`src/rtl/ex_muldiv_pkg.sv`:
```
// ex_muldiv_pkg: shared types for the EX-stage iterative multiply/divide unit.
//   md_op_e      - operation encoding as presented on the op port
//   md_state_e   - sequencer states of ex_muldiv_unit
//   md_is_signed - true for the two's-complement operations
//   md_is_div    - true for the divide operations
package ex_muldiv_pkg;

  typedef enum logic [1:0] {
    MD_MULT  = 2'd0,
    MD_MULTU = 2'd1,
    MD_DIV   = 2'd2,
    MD_DIVU  = 2'd3
  } md_op_e;

  typedef enum logic [1:0] {
    IDLE = 2'd0,
    CALC = 2'd1,
    FIX  = 2'd2,
    DONE = 2'd3
  } md_state_e;

  function automatic logic md_is_signed(input md_op_e op);
    return (op == MD_MULT) || (op == MD_DIV);
  endfunction

  function automatic logic md_is_div(input md_op_e op);
    return (op == MD_DIV) || (op == MD_DIVU);
  endfunction

endpackage

```
`src/rtl/ex_muldiv_unit_div_step.sv`:
```
// ex_div_step: one combinational restoring-division step on unsigned values.
//   rem_in  [WIDTH]  partial remainder from the previous step (always < divisor)
//   divisor [WIDTH]  unsigned divisor magnitude
//   bit_in  [1]      next dividend bit, MSB first
//   rem_out [WIDTH]  new partial remainder
//   q_bit   [1]      quotient bit produced by this step
module ex_div_step #(
  parameter int WIDTH = 32
) (
  input  logic [WIDTH-1:0] rem_in,
  input  logic [WIDTH-1:0] divisor,
  input  logic             bit_in,
  output logic [WIDTH-1:0] rem_out,
  output logic             q_bit
);

  logic [WIDTH:0]   shifted;
  logic [WIDTH-1:0] diff;

  assign shifted = {rem_in, bit_in};
  assign q_bit   = (shifted >= {1'b0, divisor});
  // When the subtraction succeeds the result is below the divisor, so the
  // modulo-2^WIDTH difference is exact.
  assign diff    = shifted[WIDTH-1:0] - divisor;
  assign rem_out = q_bit ? diff : shifted[WIDTH-1:0];

endmodule

```
`src/rtl/ex_muldiv_unit.sv`:
```
// ex_muldiv_unit: iterative radix-2 MULT/MULTU/DIV/DIVU for the EX stage.
//   clk          rising-edge clock
//   rst          asynchronous active-low reset
//   start, op    new request (op: 0=MULT 1=MULTU 2=DIV 3=DIVU), taken in IDLE/DONE
//   a, b         forwarded operands, sampled only on an accepted start
//   flush        abort; wins over start, leaves hilo untouched
//   stall        hold the upstream pipeline while busy
//   done         one-cycle pulse, hilo valid
//   hilo         {HI,LO} result, held until the next completed operation
//   div_by_zero  flagged together with done for a divide with b == 0
module ex_muldiv_unit
  import ex_muldiv_pkg::*;
#(
  parameter int WIDTH = 32
) (
  input  logic               clk,
  input  logic               rst,
  input  logic               start,
  input  logic [1:0]         op,
  input  logic [WIDTH-1:0]   a,
  input  logic [WIDTH-1:0]   b,
  input  logic               flush,
  output logic               stall,
  output logic               done,
  output logic [2*WIDTH-1:0] hilo,
  output logic               div_by_zero
);

  localparam int CNT_W = $clog2(WIDTH + 1);

  md_state_e          state_q, state_d;
  md_op_e             op_q, op_in;
  logic               sign_a_q, sign_b_q, dbz_q, dbz_done_q;
  logic [WIDTH-1:0]   a_q, opnd_q;
  logic [2*WIDTH-1:0] acc_q, hilo_q, step_acc, fix_res;
  logic [CNT_W-1:0]   cnt_q;

  logic               accept, in_signed, in_div, neg_a, neg_b;
  logic               is_div_q, neg_res;
  logic [WIDTH-1:0]   mag_a, mag_b;
  logic [WIDTH:0]     mul_sum;
  logic [WIDTH-1:0]   rem_next;
  logic               q_bit;

  // Request decode: magnitudes and signs of the incoming operands
  assign op_in     = md_op_e'(op);
  assign in_signed = md_is_signed(op_in);
  assign in_div    = md_is_div(op_in);
  assign neg_a     = in_signed & a[WIDTH-1];
  assign neg_b     = in_signed & b[WIDTH-1];
  assign mag_a     = neg_a ? -a : a;
  assign mag_b     = neg_b ? -b : b;
  assign accept    = start && !flush && ((state_q == IDLE) || (state_q == DONE));

  // acc_q layout: multiply keeps {HI accumulator, remaining multiplier bits};
  // divide keeps {partial remainder, dividend bits shifting out / quotient in}.
  assign is_div_q = md_is_div(op_q);
  assign neg_res  = sign_a_q ^ sign_b_q;
  assign mul_sum  = {1'b0, acc_q[2*WIDTH-1:WIDTH]} + (acc_q[0] ? {1'b0, opnd_q} : '0);

  ex_div_step #(.WIDTH(WIDTH)) u_div_step (
    .rem_in  (acc_q[2*WIDTH-1:WIDTH]),
    .divisor (opnd_q),
    .bit_in  (acc_q[WIDTH-1]),
    .rem_out (rem_next),
    .q_bit   (q_bit)
  );

  assign step_acc = is_div_q ? {rem_next, acc_q[WIDTH-2:0], q_bit}
                             : {mul_sum, acc_q[WIDTH-1:1]};

  // Sign correction applied in FIX
  always_comb begin
    fix_res = acc_q;
    if (!is_div_q) begin
      if (neg_res) fix_res = -acc_q;
    end else if (dbz_q) begin
      fix_res = {a_q, {WIDTH{1'b1}}};
    end else begin
      fix_res[WIDTH-1:0]       = neg_res  ? -acc_q[WIDTH-1:0]       : acc_q[WIDTH-1:0];
      fix_res[2*WIDTH-1:WIDTH] = sign_a_q ? -acc_q[2*WIDTH-1:WIDTH] : acc_q[2*WIDTH-1:WIDTH];
    end
  end

  // Sequencer
  always_ff @(posedge clk or negedge rst) begin
    if (!rst) state_q <= IDLE;
    else      state_q <= state_d;
  end

  always_comb begin
    state_d = state_q;
    stall   = 1'b0;
    case (state_q)
      IDLE, DONE: begin
        state_d = accept ? CALC : IDLE;
        stall   = accept;
      end
      CALC: begin
        if (cnt_q == CNT_W'(1)) state_d = FIX;
        stall = 1'b1;
      end
      FIX: begin
        state_d = DONE;
        stall   = 1'b1;
      end
      default: state_d = IDLE;
    endcase
    if (flush) begin
      state_d = IDLE;
      stall   = 1'b0;
    end
  end

  // Datapath
  always_ff @(posedge clk or negedge rst) begin
    if (!rst) begin
      op_q       <= MD_MULT;
      sign_a_q   <= 1'b0;
      sign_b_q   <= 1'b0;
      dbz_q      <= 1'b0;
      dbz_done_q <= 1'b0;
      a_q        <= '0;
      opnd_q     <= '0;
      acc_q      <= '0;
      hilo_q     <= '0;
      cnt_q      <= '0;
    end else begin
      if (accept) begin
        op_q     <= op_in;
        sign_a_q <= neg_a;
        sign_b_q <= neg_b;
        dbz_q    <= (b == '0);
        a_q      <= a;
        opnd_q   <= in_div ? mag_b : mag_a;
        acc_q    <= {{WIDTH{1'b0}}, (in_div ? mag_a : mag_b)};
        cnt_q    <= CNT_W'(WIDTH);
      end else if (state_q == CALC && !flush) begin
        acc_q <= step_acc;
        cnt_q <= cnt_q - CNT_W'(1);
      end
      if (state_q == FIX && !flush) begin
        hilo_q     <= fix_res;
        dbz_done_q <= is_div_q & dbz_q;
      end
    end
  end

  assign done        = (state_q == DONE);
  assign div_by_zero = (state_q == DONE) & dbz_done_q;
  assign hilo        = hilo_q;

endmodule

```
`config.mk`:
```
export PLATFORM = sky130hd
export DESIGN_NAME = ex_muldiv_unit
export DESIGN_NICKNAME = d
export VERILOG_FILES = /design/src/rtl/ex_muldiv_pkg.sv /design/src/rtl/ex_muldiv_unit_div_step.sv /design/src/rtl/ex_muldiv_unit.sv
export SDC_FILE = /design/constraint.sdc
export NUM_CORES = 1
export LEC_CHECK = 0
export ABC_CLOCK_PERIOD_IN_PS = 4700
export CORE_ASPECT_RATIO = 0.9
export CORE_MARGIN = 8
export CORE_UTILIZATION = 40
export DETAILED_ROUTE_END_ITERATION = 10
export SYNTH_ARGS = -nofsm -noshare
export SYNTH_HDL_FRONTEND = slang
export SYNTH_HIERARCHICAL = 1
export SYNTH_SLANG_ARGS = --single-unit
```
`constraint.sdc`:
```
create_clock -name clk -period 4.7 [get_ports clk]
set_input_delay 1.175 -clock clk [delete_from_list [all_inputs] [get_ports clk]]
set_output_delay 1.175 -clock clk [all_outputs]
set_load 0.005 [all_outputs]
```
==> run summary <==
DRT antenna net count: 0
Clock Sinks: 205
first-pass GRT wire length: 96300 um
register area share after synthesis: 0.296
DR pass1 iterations: 7
unrepaired setup endpoints after global routing: no
Yosys reg bits: 205
crit path DAT: 4.44 ns
Top Ports: 137
Net Count, Synth: 2328
Slew HR: 0.260
area growth from synthesis to layout: 16.0%
clock skew: 0.0105 ns
Post-Syn Area per Cell: 7.95 um^2
outcome: finished clean
Mapped Cells: 2183
maximum vdd ir drop: 0.430 mV
wire per inst: 21.9 um
Final nets: 2396
TritonCTS clock tree: built
PortBufs: 136
FILL cells: 4202
initial DRC count: 1519
Min-Delay Path Class: register to register
gr ovfl total: 0
largest net degree at the start of global routing: 107
fin crit period: 4.00 ns
Post-CTS Setup Repair Bufs: 0
CP max FO: 4
most common cell after layout, fill and taps aside: nand2_1
half-perimeter wire length after placement: 46800 um
crit path launch type: register
Crit path required time: 5.13 ns
Async SR Flop Fraction: 1.00
placed insts: 2779
vias: 16600
Fmax: 250 MHz
Final Non-Filler Cells: 2825
Mapped Area: 17400 um^2
most frequent cells in the layout: 275 x nand2_1, 205 x nor2_1, 203 x dfrtp_1
clock root cell: clkbuf_16
final setup fails: 0
GRT Total Usage: 0.241
die height: 214 um
power per cell area: 782 nW/um^2
Top FF cell, synth: dfrtp_1
Leak Pwr: 0.00860 uW
final worst-path cycle share: 0.852
Remaining DRCs: 0
Final Hold Vio Count: 0
share of post-route cells with drive strength above 1: 0.0771
Initial Util: 0.405
# H-tree levels: 1
YS warnings: 6
post-synth cell types: 87
number of flops mapped to enable cells by yosys: 0
FP Rows: 72
CP endpoint kind: register
Final Wtd Congestion: 0.953
vias in the first global route: 15800
Hold Buf Count CTS: 0
Crit Path Class: register to register
worst slew pin tran: 1.11 ns
Slew Limit Fails: 0
Max-Cap Viols: 0
clk buf depth: 3
area of the multi-input gates: 11300 um^2
initial antenna violation count: 2
clk slew on worst S/H paths: 0.07 ns
register area: 5130 um^2
die footprint: 50300 um^2
Core Area: 42900 um^2
Die Width: 236 um
clk_lat worst skew: 0.55 ns
CTS Buf Count: 25
WL final: 61800 um
# resized after CTS: 0
setup_tns: 0 ns
drt via density: 5.86
layer usage:
metal	wire, um	global-route usage	up-vias
met1	29300	0.348	7996
met5	0	0	-
met3	4370	0.0393	78
li1	-	-	7884
met4	2090	0.0758	0
met2	26100	0.366	610
layout make-up:
| class | instances | area share |
|---|---|---|
| Sequential cell | 205 | 0.255 |
| Tap cell | 555 | 0.0345 |
| Multi-Input combinational cell | 1760 | 0.562 |
| Inverter | 70 | 0.0131 |
| Timing Repair Buffer | 189 | 0.0918 |
| Antenna cell | 1 | 0.000124 |
| Clock buffer | 34 | 0.0367 |
| Clock inverter | 11 | 0.00684 |
cell usage after synthesis (all sizes together) (55+ instances only):
| library cell | n | area [um^2] |
|---|---|---|
| mux2i | 67 | 671 |
| a21oi | 203 | 1020 |
| dfrtp | 205 | 5130 |
| inv | 69 | 259 |
| o21ai | 191 | 960 |
| nor2 | 206 | 773 |
| clkbuf | 112 | 455 |
| xor2 | 78 | 683 |
| nand2 | 275 | 1030 |
| ha | 73 | 913 |
| xnor2 | 115 | 1010 |
| o211ai | 55 | 413 |
cells by family after synthesis:
kind of cell	share of synthesized area
adder cells (fa/ha/maj)	0.0549
buffers and inverters	0.0560
flip-flops	0.296
AO/OA/AOI/OAI	0.232
AND/OR/NAND/NOR	0.199
multiplexers	0.0646
XOR/XNOR	0.0974
critical path, stage by stage, from the launching register on:
cell      delay [ns]
dfrtp_1         0.38
inv_1           0.12
ha_1            0.24
fa_1            0.42
nor2b_1         0.18
o31a_1          0.22
o21ai_0         0.29
o31ai_1         0.60
a21oi_1         0.29
or3b_2          0.52
nand3_1         0.10
mux2_4          0.14
nand3_1         0.07
a21oi_1         0.16
a21oi_1         0.06
o311ai_0        0.11
path summary, 6_finish.rpt:
check | cells past startpoint | end | slack [ns] | startpoint
hold / removal | 2 | a_q[21] | 0.48 | a_q[21]
min in group asynchronous | 1 | hilo[28] | 0.74 | rst
max in group asynchronous | 2 | acc_q[44] | 3.02 | rst
setup reg to reg | 15 | acc_q[62] | 0.70 | acc_q[31]
hold reg to reg | 2 | a_q[21] | 0.48 | a_q[21]
setup / recovery | 15 | acc_q[62] | 0.70 | acc_q[31]
registers in the layout (all words and copies together), names as in the netlist:
signal,flops
hilo,64
dbz_q,1
dbz_done_q,1
sign_a_q,1
a_q,32
cnt_q,6
state_q,2
op_q,1
acc_q,64
opnd_q,32
sign_b_q,1
report_power, final:
| part | internal (uW) | leakage [uW] | switching [uW] |
|---|---|---|---|
| clock | 1260 | 0.000429 | 828 |
| sequential | 2570 | 0.00255 | 1120 |
| combinational | 4360 | 0.00562 | 5590 |
| total | 8190 | 0.00860 | 7540 |
through the flow:
stage	total power [uW]	worst slack [ns]	cell area [um^2]	hold WS (ns)	utilization
after global routing	16900	0.435	20100	0.510	0.469
after detailed placement	13500	0.521	19200	0.459	0.449
after global placement	13300	0.558	19200	0.455	0.449
after CTS	15600	0.798	20100	0.475	0.469
after floorplan	10400	1.28	17400	0.437	-
final	15700	0.695	20100	0.476	0.469
Note: power is estimated with default switching activity, not from simulation.
